[src/rtl/ryuki_datatypes.sv]
// Shared trace datatypes for the ryuki pipeline trackers.
// Trace element layout, EX tracker state encoding, and small helpers.
package ryuki_datatypes;

  localparam int TRACE_ADDR_W = 32;
  localparam int TRACE_DATA_W = 32;

  typedef struct packed {
    integer time_start;
    integer time_end;
  } stage_time_t;

  typedef struct packed {
    logic [TRACE_ADDR_W-1:0] pc;
    logic [31:0]             instr;
    logic [TRACE_ADDR_W-1:0] mem_addr;
    logic [TRACE_DATA_W-1:0] mem_data;
    stage_time_t             if_data;
    stage_time_t             id_data;
    stage_time_t             ex_data;
  } trace_output;

  typedef enum logic [1:0] {
    IDLE,
    EXEC_START,
    EXEC_END,
    OUTPUT
  } ex_tracker_state_t;

  function automatic bit is_pow2(input int v);
    return (v >= 2) && ((v & (v - 1)) == 0);
  endfunction

endpackage

[src/rtl/ex_tracker_fifo.sv]
// Small synchronous FIFO of trace elements between ID and EX trackers.
// Head is read combinationally; a pop frees a slot for a same-cycle push.
module trace_fifo
  import ryuki_datatypes::*;
#(
  parameter int  FIFO_DEPTH = 4,
  parameter type T          = trace_output
) (
  input  logic clk,
  input  logic rst,
  input  logic push,
  input  T     din,
  input  logic pop,
  output T     dout,
  output logic full,
  output logic empty
);

  localparam int AW = $clog2(FIFO_DEPTH);

  T           mem [FIFO_DEPTH];
  logic [AW:0] wr_ptr;
  logic [AW:0] rd_ptr;
  logic        do_pop;
  logic        do_push;

  assign empty = (wr_ptr == rd_ptr);
  assign full  = (wr_ptr[AW] != rd_ptr[AW]) &&
                 (wr_ptr[AW-1:0] == rd_ptr[AW-1:0]);

  assign do_pop  = pop && !empty;
  assign do_push = push && (!full || do_pop);

  assign dout = mem[rd_ptr[AW-1:0]];

  // Pointer update; the extra MSB separates full from empty.
  always_ff @(posedge clk) begin
    if (rst) begin
      wr_ptr <= '0;
      rd_ptr <= '0;
    end else begin
      if (do_push) wr_ptr <= wr_ptr + (AW+1)'(1);
      if (do_pop)  rd_ptr <= rd_ptr + (AW+1)'(1);
    end
  end

  // Storage write; contents need no reset since pointers gate reads.
  always_ff @(posedge clk) begin
    if (do_push) mem[wr_ptr[AW-1:0]] <= din;
  end

endmodule

[src/rtl/ex_tracker.sv]
// EX-stage trace tracker: buffers ID elements, stamps EX start/end times.
// Optional EX_TRACKER_DROP_COUNT_EN adds a saturating drop_count output.
module ex_tracker
  import ryuki_datatypes::*;
#(
  parameter int ADDR_WIDTH = 32,
  parameter int DATA_WIDTH = 32,
  parameter int FIFO_DEPTH = 4
) (
  input  logic        clk,
  input  logic        rst,
  input  logic [31:0] counter,
  input  logic        id_data_valid,
  input  trace_output id_data_in,
  input  logic        is_executing,
  output logic        ex_data_valid,
  output trace_output ex_data_out,
  input  logic        ex_data_ready,
  output logic        fifo_full,
  output logic        drop_pulse
`ifdef EX_TRACKER_DROP_COUNT_EN
  ,
  output logic [31:0] drop_count
`endif
);

  if (ADDR_WIDTH != TRACE_ADDR_W ||
      DATA_WIDTH != TRACE_DATA_W) begin : g_width_chk
    $error("ex_tracker: widths must match trace_output");
  end

  if (!is_pow2(FIFO_DEPTH)) begin : g_depth_chk
    $error("ex_tracker: FIFO_DEPTH must be a power of two >= 2");
  end

  ex_tracker_state_t state;
  trace_output       trace_element;
  trace_output       fifo_head;
  logic              fifo_empty;
  logic              handshake;
  logic              pop;
  logic              drop;

  assign handshake = ex_data_valid && ex_data_ready;

  // Head leaves the FIFO when idle, or right on the output handshake.
  assign pop = !fifo_empty &&
               ((state == IDLE) ||
                (state == OUTPUT && handshake));

  // A pop on the same edge makes room, so only a stuck-full FIFO drops.
  assign drop = id_data_valid && fifo_full && !pop;

  trace_fifo #(
    .FIFO_DEPTH (FIFO_DEPTH),
    .T          (trace_output)
  ) u_fifo (
    .clk   (clk),
    .rst   (rst),
    .push  (id_data_valid),
    .din   (id_data_in),
    .pop   (pop),
    .dout  (fifo_head),
    .full  (fifo_full),
    .empty (fifo_empty)
  );

  // Element lifecycle: load, stamp start, stamp end, hand off.
  always_ff @(posedge clk) begin
    if (rst) begin
      state         <= IDLE;
      trace_element <= '0;
      ex_data_out   <= '0;
      ex_data_valid <= 1'b0;
    end else begin
      unique case (state)
        IDLE: begin
          if (pop) begin
            trace_element <= fifo_head;
            state         <= EXEC_START;
          end
        end
        EXEC_START: begin
          if (is_executing) begin
            trace_element.ex_data.time_start <= counter;
            state <= EXEC_END;
          end
        end
        EXEC_END: begin
          if (!is_executing) begin
            trace_element.ex_data.time_end <= counter;
            ex_data_out                    <= trace_element;
            ex_data_out.ex_data.time_end   <= counter;
            ex_data_valid                  <= 1'b1;
            state                          <= OUTPUT;
          end
        end
        OUTPUT: begin
          if (ex_data_ready) begin
            ex_data_valid <= 1'b0;
            if (pop) begin
              trace_element <= fifo_head;
              state         <= EXEC_START;
            end else begin
              state <= IDLE;
            end
          end
        end
        default: state <= IDLE;
      endcase
    end
  end

  // One-cycle pulse for each discarded element.
  always_ff @(posedge clk) begin
    if (rst) drop_pulse <= 1'b0;
    else     drop_pulse <= drop;
  end

`ifdef EX_TRACKER_DROP_COUNT_EN
  // Saturating count of discarded elements.
  always_ff @(posedge clk) begin
    if (rst) begin
      drop_count <= '0;
    end else if (drop && drop_count != 32'hFFFF_FFFF) begin
      drop_count <= drop_count + 32'd1;
    end
  end
`endif

endmodule

[config.mk]
export PLATFORM = sky130hd
export DESIGN_NAME = ex_tracker
export DESIGN_NICKNAME = d
export VERILOG_FILES = /design/src/rtl/ryuki_datatypes.sv /design/src/rtl/ex_tracker_fifo.sv /design/src/rtl/ex_tracker.sv
export SDC_FILE = /design/constraint.sdc
export NUM_CORES = 2
export LEC_CHECK = 0
export ABC_CLOCK_PERIOD_IN_PS = 28900
export CAP_MARGIN = 20
export CORE_ASPECT_RATIO = 0.9
export CORE_UTILIZATION = 45
export CTS_CLUSTER_DIAMETER = 150
export DETAILED_ROUTE_END_ITERATION = 6
export PLACE_DENSITY = 0.65
export SYNTH_ARGS = -nofsm -noshare
export SYNTH_HDL_FRONTEND = slang
export SYNTH_HIERARCHICAL = 1
export SYNTH_SLANG_ARGS = --single-unit
[constraint.sdc]
create_clock -name clk -period 28.9 [get_ports clk]
set_input_delay 5.78 -clock clk [delete_from_list [all_inputs] [get_ports clk]]
set_output_delay 5.78 -clock clk [all_outputs]
set_load 0.03 [all_outputs]
==> results.tsv <==
metric	value	unit
Mapped Cells	4247	
die width	399	um
first-pass GRT wire length	225	mm
CTS tree	yes	
hold buffers post-CTS	0	
Setup Buffers After CTS	0	
Core ar.	0.140	mm2
Mapped Area	0.0637	mm2
IO buf count	647	
via count	36300	
area grow syn2layout	21.0	%
gr ovfl total	0	
WP data required	29.28	ns
vias in the first global route	35700	
CP dominant cell by count	buf_4	
Top delay family on crit path	buffers and inverters	
DP HPWL	85.7	mm
worst vdd ir	0.162	mV
RSZ-0062 raised after global routing	false	
Buf/Inv on CP	5	
Vias/cell	5.29	
Initial Util	45.5	%
Sinks on Clock Net	1772	
wire length per cell	21.9	um
Final GP Congestion	0.793	
root buffer cell	clkbuf_16	
commonest non-fill, non-tap cells in the layout	nand2_1, edfxtp_1, clkdlybuf4s50_1	
fin nets	5206	
Hold Vio Cnt, Final	0	
relative slew slack	17.9	%
WP data arrival	10.49	ns
Total Power	0.00665	W
Clock Tree Buf Depth	3	
LEAKAGE	24.5	nW
worst hold path type	reg2reg	
Clock transition at path regs	0.06	ns
WS Path Type	in2reg	
clock buffer count from CTS	176	
Slew Limit Fails	0	
PostCTS Resize Cnt	0	
Detailed Route Iter0 Violations	2188	
first-pass iteration count of the detailed router	5	
non-filler cells, final	6860	
# rows	130	
Setup WS pre-CTS	17.86	ns
Max Clock Freq	0.0989	GHz
worst-margin pin slew	1.23	ns
Startpoint Class	input pin	
placed cell count	6507	
clock skew	0.0562	ns
total die area	0.143	mm2
synth warn	6	
fill cell count	11200	
Residual DRC	0	
max cap viols	0	
antenna violations before repair	39	
final setup TNS	0	ns
Max FO, Critical Path	55	
worst-path cell chain	clkdlybuf4s50_1 -> a31oi_1 -> nor2_1 -> inv_2 -> a41oi_2 -> and2_4 -> buf_4 -> buf_4 -> buf_4	
syn_area_per_cell	15.0	um2
min cycle time layout	10.11	ns
Setup-failing EPs final	0	
Reg area	0.0470	mm2
status	completed	
pin count of the biggest net entering global routing	168	
crit-path max cell delay	0.84	ns
layout cells sized above 1	12.2	%
CP max stage cell	buf_4	
Die Y	359	um
Multi-input gate area	0.0151	mm2
I/O Pins	680	
pwr dens	86.3	mW/mm2
clk_lat worst skew	0.80	ns
final core utilization	55.1	%
Mapped Nets	4615	
Tcrit/Tclk final	35.0	%
Setup crit end kind	flop	
final worst setup slack	18.79	ns
H-Tree Depth	4	
final wirelength	150	mm
most common cell after layout, fill and taps aside	nand2_1	
Final ANT Viol Nets	0	
GRT Util Overall	20.8	%
## area by class of cell
cell class	count	area share (%)
Sequential cell	1772	60.9
Multi-Input combinational cell	2188	19.6
Timing Repair Buffer	693	9.01
Clock buffer	256	6.50
Tap cell	1848	3.00
Clock inverter	77	0.879
Antenna cell	19	0.0616
Inverter	7	0.0341
## power breakdown
part / switching, W / internal (W) / total, W / leakage, nW
clock network: 0.000956 / 0.00127 / 0.00222 / 2.78
logic: 0.000806 / 0.000522 / 0.00133 / 6.08
registers: 0.000126 / 0.00298 / 0.00310 / 15.6
## through the flow
| stage | hold slack, ns | cell area, um2 |
|---|---|---|
| finish | 0.417 | 77100 |
| detailed placement | 0.443 | 71400 |
| global placement | 0.436 | 71400 |
| CTS | 0.418 | 77100 |
| global route | 0.449 | 77100 |
| floorplan | 0.432 | 63700 |
## path summary, 6_finish.rpt
kind                                   start                             to  slack (ns)  cells after the start
min reg2reg  trace_element[216]$_SDFFE_PP0P_  ex_data_out[216]$_SDFFE_PP0P_        0.42                      2
max reg2reg    u_fifo/rd_ptr[2]$_SDFFE_PP0P_   u_fifo/mem[0][235]$_DFFE_PP_       23.73                      9
max                            ex_data_ready   u_fifo/mem[0][235]$_DFFE_PP_       18.79                      9
min          trace_element[216]$_SDFFE_PP0P_  ex_data_out[216]$_SDFFE_PP0P_        0.42                      2
## flip-flops by register name (all words and copies together), names as in the netlist, named ones only
name,flops
state,2
drop_pulse,1
u_fifo/mem,1152
ex_data_out,320
trace_element,288
u_fifo/rd_ptr,3
u_fifo/wr_ptr,3
ex_data_valid,1
## routing by layer
| layer | GRT usage (%) | vias to the layer above | share of wire [%] |
|---|---|---|---|
| li1 | - | 16700 | - |
| met1 | 27.5 | 18300 | 42 |
| met2 | 33.1 | 991 | 48 |
| met3 | 5.77 | 251 | 7.2 |
| met4 | 6.73 | 46 | 2.6 |
| met5 | 0 | - | 0.21 |
## worst register-to-register path: stages (launching register included)
cell     delay (ns)
dfxtp_1        0.43
xor2_2         0.27
nor2_1         0.20
nor2_1         0.30
inv_2          0.12
a41oi_2        0.28
and2_4         0.65
buf_4          0.77
buf_4          0.84
buf_4          0.88
Power figures use the tool's default switching activity.
